## src/rtl/write_master.sv

```systemverilog
// write_master: Avalon-MM write master draining a show-ahead FIFO to consecutive word addresses.
module write_master #(
  parameter int DATA_W = 32,
  parameter int ADDR_W = 32
) (
  input  logic              iClk,
  input  logic              iReset,
  input  logic              iStart,
  input  logic [ADDR_W-1:0] iStartaddress,
  input  logic [31:0]       iLength,
  input  logic              iFifo_empty,
  input  logic [DATA_W-1:0] iFifo_data,
  output logic              oFifo_rdreq,
  output logic [ADDR_W-1:0] oAddress,
  output logic              oWrite,
  output logic [DATA_W-1:0] oWritedata,
  output logic [3:0]        oByteenable,
  input  logic              iWaitrequest,
  output logic              oBusy,
  output logic              oDone
);
  typedef enum logic [1:0] {IDLE, FETCH, WRITE, DONE} state_t;
  state_t state_q, state_d;
  logic [ADDR_W-1:0] addr_q, addr_d;
  logic [DATA_W-1:0] data_q, data_d;
  logic [29:0] count_q, count_d;
  logic write_q, write_d, busy_q, busy_d, done_q, done_d;
  assign oFifo_rdreq = (state_q == FETCH) && !iFifo_empty;
  assign oAddress = addr_q;
  assign oWrite = write_q;
  assign oWritedata = data_q;
  assign oByteenable = 4'hF;
  assign oBusy = busy_q;
  assign oDone = done_q;
  always_comb begin
    state_d = state_q;
    addr_d = addr_q;
    data_d = data_q;
    count_d = count_q;
    write_d = write_q;
    busy_d = busy_q;
    done_d = 1'b0;
    case (state_q)
      IDLE: if (iStart) begin
        addr_d = iStartaddress;
        count_d = iLength[31:2];
        busy_d = 1'b1;
        state_d = (iLength[31:2] != 30'd0) ? FETCH : DONE;
      end
      FETCH: if (!iFifo_empty) begin
        data_d = iFifo_data;
        write_d = 1'b1;
        state_d = WRITE;
      end
      WRITE: if (!iWaitrequest) begin
        write_d = 1'b0;
        addr_d = addr_q + ADDR_W'(4);
        count_d = count_q - 30'd1;
        state_d = (count_q == 30'd1) ? DONE : FETCH;
      end
      DONE: begin
        done_d = 1'b1;
        busy_d = 1'b0;
        state_d = IDLE;
      end
      default: state_d = IDLE;
    endcase
  end
  always_ff @(posedge iClk) begin
    if (iReset) begin
      state_q <= IDLE;
      addr_q <= '0;
      data_q <= '0;
      count_q <= '0;
      write_q <= 1'b0;
      busy_q <= 1'b0;
      done_q <= 1'b0;
    end else begin
      state_q <= state_d;
      addr_q <= addr_d;
      data_q <= data_d;
      count_q <= count_d;
      write_q <= write_d;
      busy_q <= busy_d;
      done_q <= done_d;
    end
  end
endmodule

```

## config.mk

```make
export PLATFORM = sky130hd
export DESIGN_NAME = write_master
export DESIGN_NICKNAME = d
export VERILOG_FILES = /design/src/rtl/write_master.sv
export SDC_FILE = /design/constraint.sdc
export NUM_CORES = 1
export LEC_CHECK = 0
export CAP_MARGIN = 20
export CORE_MARGIN = 1.5
export CORE_UTILIZATION = 51
export DETAILED_ROUTE_END_ITERATION = 8
export GPL_TIMING_DRIVEN = 0
export PLACE_DENSITY = 0.87
export SLEW_MARGIN = 10
export SYNTH_ARGS = -nofsm -noshare
export SYNTH_HDL_FRONTEND = slang
export SYNTH_SLANG_ARGS = --single-unit
```

## constraint.sdc

```tcl
create_clock -name iClk -period 4.1 [get_ports iClk]
set_input_delay 0.82 -clock iClk [delete_from_list [all_inputs] [get_ports iClk]]
set_output_delay 0.82 -clock iClk [all_outputs]
set_load 0.05 [all_outputs]
```

# == Word-level counts from Yosys, hierarchy flattened ==
# Cells that the tools add are included.
# totals
regBits,99
input_bits,101
elab_cells,47
# op_classes
bitwise_logic,1
muxes,18
n_eq_ne,7
addsub,2
n_reduce_logical,12
# ops
op,count
$mux 32,2
$pmux 32 s2,1
$mux 30,2
$pmux 30 s2,1
$add 32x3->32 const B,1
$eq 30x1->1 const B,1
$reduce_bool 30->1,1
$sub 30x1->30 const B,1
$mux 2,5
$reduce_and 3->1,3
$pmux 2 s4,1
$ne 2x2->1 const B,3
$reduce_bool 2->1,3
$eq 2x2->1 const B,2
$mux 1,4
$pmux 1 s2,2
$reduce_and 2->1,2
$eq 2x1->1 const B,1
$logic_not 2->1,1
$logic_and 1x1->1,1
$logic_not 1->1,1
$not 1->1,1

# == Logic depth before layout (Yosys ltp) ==
# Gate-level depths: netlist of run 1.
# logic_depth
depth_word,4
mapped_depth,9
ltp_nobuf,7

# == Worst setup path after synthesis of run 1 ==
# No wires, ideal clock.
# synth_path
kind,input to output
from,input iFifo_empty
to,output oFifo_rdreq
n_path_buf,1
stages,4
t_arrival_ns,1.842
t_required_ns,3.280
slack_ns,1.438
cell_sequence,inv_1 -> nand3_1 -> inv_1 -> buf_1
# synth_between
elab_chain_cells,2
# synth_lines
element,line_no,source
from (decl),11,"input logic iFifo_empty,"
$logic_not 1->1,-,
$logic_and 1x1->1,28,assign oFifo_rdreq = (state_q == FETCH) && !iFifo_empty;
to (decl),13,"output logic oFifo_rdreq,"
# No other way between the ends.

# == Worst setup path in the final report of run 1 ==
# Ends and elaborated chain as after synthesis.

==> impl_metrics.toml, run 1 <==
[run]
drv_cap = 0

[die]
start_util_pct = 52.8
die_w_um = 107
io_pins = 173
die_h_um = 107
die_area_um2 = 11400
rows = 37
core_um2 = 10400

[timing]
fin_worst_skew_ps = 17.7
finalWorstSetupSlack_ps = 536
max_slew_margin_pct = 32.1
holdWs_ps = 459
tns_ps = 0
fin_crit_sh_pct = 86.9
layout_min_cycle_time_ps = 3560
setup_violations = 0
slew_viol_final = 0
hold_violations = 0
max_freq_ghz = 0.281
rsz0062_at_grt = "no"
worst_pin_slew_ps = 1010

[placement]
post-dp-hpwl_um = 16500
routabilityCongestion = 1.01
dp_slack_ps = 162
port_buffers = 165
placed_area_um2 = 7310

[clock_tree]
clock_latency_ps = 380
clockBufferDepth = 2
cts_root_buffer = "clkbuf_8"
cts.sinks = 99
cts_tree = "done"
h-tree-depth = 3
cts_buffers = 9
path_clk_slew_ps = 110
postCtsSetupBuffers = 0

[synthesis]
synth-async-reset-ratio_pct = 0
synth_top_flop_cell = "dfxtp_1"
yosysSeqAreaShare_pct = 36.2
synthTopCellsByCount = "nand2_1 (117), dfxtp_1 (99), a21oi_1 (81)"
synth_top_area_share_pct = 36.2
synth_warnings = 0
yosys-top-cells-area = "dfxtp_1 (36%), nand2_1 (8.0%), a21oi_1 (7.4%), nor2_1 (4.3%), mux2i_1 (3.3%)"
syn_inst = 715
synth_edf_count = 0
synthDistinctLibCells = 71
synth_most_common_cell = "nand2_1"
syn_area_um2 = 5480
synth-seq-cells = 99
syn_avg_cell_area_um2 = 7.66
yosysTopAreaCell = "dfxtp_1"

[power_and_ir_drop]
p_leak_nw = 2.71
p_sw_w = 0.00117
pwr_density_cell_nw_per_um2 = 385
power.internal_w = 0.00172
clockPowerShare_pct = 22.8
switching_share_pct = 40.4
vdd_drop_max_v = 0.000179
p_seq_share_pct = 40.0
pwr-share-comb_pct = 37.2

[layout]
design_area_um2 = 7500
fillerInstances = 827
seq_area_um2 = 1980
syn2layout_area_growth_pct = 37.0
multiInputGateArea_um2 = 3210
fin_nets = 998
antenna_cells = 0
drive_above_1_share_pct = 6.46

[global_route]
grt-ovfl-total = 0
grt_max_degree = 17
antenna_found_initial = 0
grt_pass1_wl_um = 33500
track_usage_pct = 38.4
grt_pass1_vias = 6337

[detailed_routing]
finalWirelength_um = 22400
drt_pre_antenna_iters = 8
viasPerCell = 6.53
route.detailed.drc = 0
drt_first_iter_violations = 1025
via_count = 6755
routedWlPerCell_um = 21.7
drtAntennaViolNets = 0

[worst_setup_path]
r2r_start = "oAddress[2]$_SDFFE_PP0P_"
r2r_end = "oAddress[16]$_SDFFE_PP0P_"
crit_arrival_ps = 2740
r2r_cells = 6
crit_type = "input port to output pin"
ff2ff_setup_slack_ps = 1530
startpoint_type = "input port"
path_max_fanout = 10
crit_path_start = "iFifo_empty"
end_kind = "output pin"
crit_end = "oFifo_rdreq"
worstPathRequired_ps = 3280

[status]
run_status = "complete, no violations"

[worst_hold_path]
hold_path_class = "register to register"
[sequential cells by signal (all words and copies together) (netlist names)]
signal	flops
state_q	2
oBusy	1
oAddress	32
oWritedata	32
oWrite	1
oDone	1
count_q	30
[how the worst min path moves through the flow]
stage                                           start                           to  slack, ps  depth (start not counted)
after floorplan               count_q[1]$_SDFFE_PP0P_      count_q[1]$_SDFFE_PP0P_        470                          2
after global placement    oWritedata[19]$_SDFFE_PP0P_  oWritedata[19]$_SDFFE_PP0P_        440                          2
after detailed placement   oWritedata[3]$_SDFFE_PP0P_   oWritedata[3]$_SDFFE_PP0P_        450                          2
after CTS                  oWritedata[3]$_SDFFE_PP0P_   oWritedata[3]$_SDFFE_PP0P_        460                          2
after global routing      oWritedata[28]$_SDFFE_PP0P_  oWritedata[28]$_SDFFE_PP0P_        490                          2
final                      oWritedata[3]$_SDFFE_PP0P_   oWritedata[3]$_SDFFE_PP0P_        460                          2
[metrics by stage]
stage	util, %	std cells	total power [W]
after global routing	72.3	1034	0.00297
after floorplan	-	718	0.00180
final	72.3	1034	0.00289
after CTS	72.3	1034	0.00284
after global placement	70.5	1019	0.00219
after detailed placement	70.5	1019	0.00221
[power by group through the flow]
stage	clock network (W)	logic (W)	registers, W
floorplan	0	0.000487	0.00132
CTS	0.000644	0.00104	0.00115
finish	0.000657	0.00107	0.00116
global placement	0	0.00102	0.00117
global route	0.000679	0.00113	0.00116
detailed placement	0	0.00104	0.00117
[cell type report]
type                            count  area share, %
Tap cell                          136           2.27
Multi-Input combinational cell    551           42.8
Clock buffer                       10           1.70
Timing Repair Buffer              165           22.1
Inverter                           11          0.550
Buffer                             57           3.37
Clock inverter                      5          0.834
Sequential cell                    99           26.4
[critical path, stage by stage]
cell             delay (ps)
clkdlybuf4s50_1         460
inv_1                    90
nand3_1                 230
inv_1                   270
buf_1                   380
dlymetal6s2s_1          480
[timing repair]
item | CTS | global route
hold buffers | 0 | 0
gates resized for setup | 0 | 1
setup endpoints to repair | 0 | 1
[logic make-up (layout without fill, tap and decap cells)]
family	count (synthesis)	in the layout	synth area share [%]
multiplexers	19	19	3.50
AND/OR/NAND/NOR	318	318	29.8
buffers and inverters	68	248	5.37
AO/OA/AOI/OAI	205	205	24.1
other	1	4	0.0685
flip-flops	99	99	36.2
adder cells (fa/ha/maj)	3	3	0.686
XOR/XNOR	2	2	0.320
[layer usage]
layer | vias up | share of wire [%] | GRT usage (%)
li1 | 2965 | - | -
met1 | 3143 | 37 | 47.4
met2 | 532 | 46 | 62.2
met3 | 115 | 12 | 8.45
met4 | 0 | 4.8 | 21.0
met5 | - | 0 | 0
[cell usage in the layout (no fill, tap or decap), types with 5 or more instances in the layout]
cell | netlist | layout
nor2_1 | 63 | 63
clkbuf_8 | 0 | 9
nand4_1 | 13 | 13
buf_1 | 5 | 5
clkbuf_1 | 36 | 37
nor3_1 | 15 | 15
a211oi_1 | 10 | 10
and3_1 | 17 | 17
o22ai_1 | 14 | 14
buf_4 | 5 | 5
a22oi_1 | 7 | 7
nand2b_1 | 9 | 9
a2bb2oi_1 | 6 | 6
dfxtp_1 | 99 | 99
a21o_1 | 5 | 5
nand2_1 | 117 | 117
inv_1 | 10 | 10
o21ai_0 | 28 | 28
a21oi_1 | 81 | 81
nor4_1 | 17 | 17
a31oi_1 | 7 | 7
a311oi_1 | 6 | 6
mux2i_1 | 18 | 18
o32ai_1 | 5 | 5
a22o_1 | 5 | 5
clkdlybuf4s50_1 | 0 | 164
nand3_1 | 23 | 23
buf_2 | 10 | 10
(Power assumes the default switching activity.)
==> run 2: changes to the inputs <==
- ABC_CLOCK_PERIOD_IN_PS: not set -> 4100
==> results of run 2 <==
The final DEF is identical to that of run 1; final timing and power are the same.
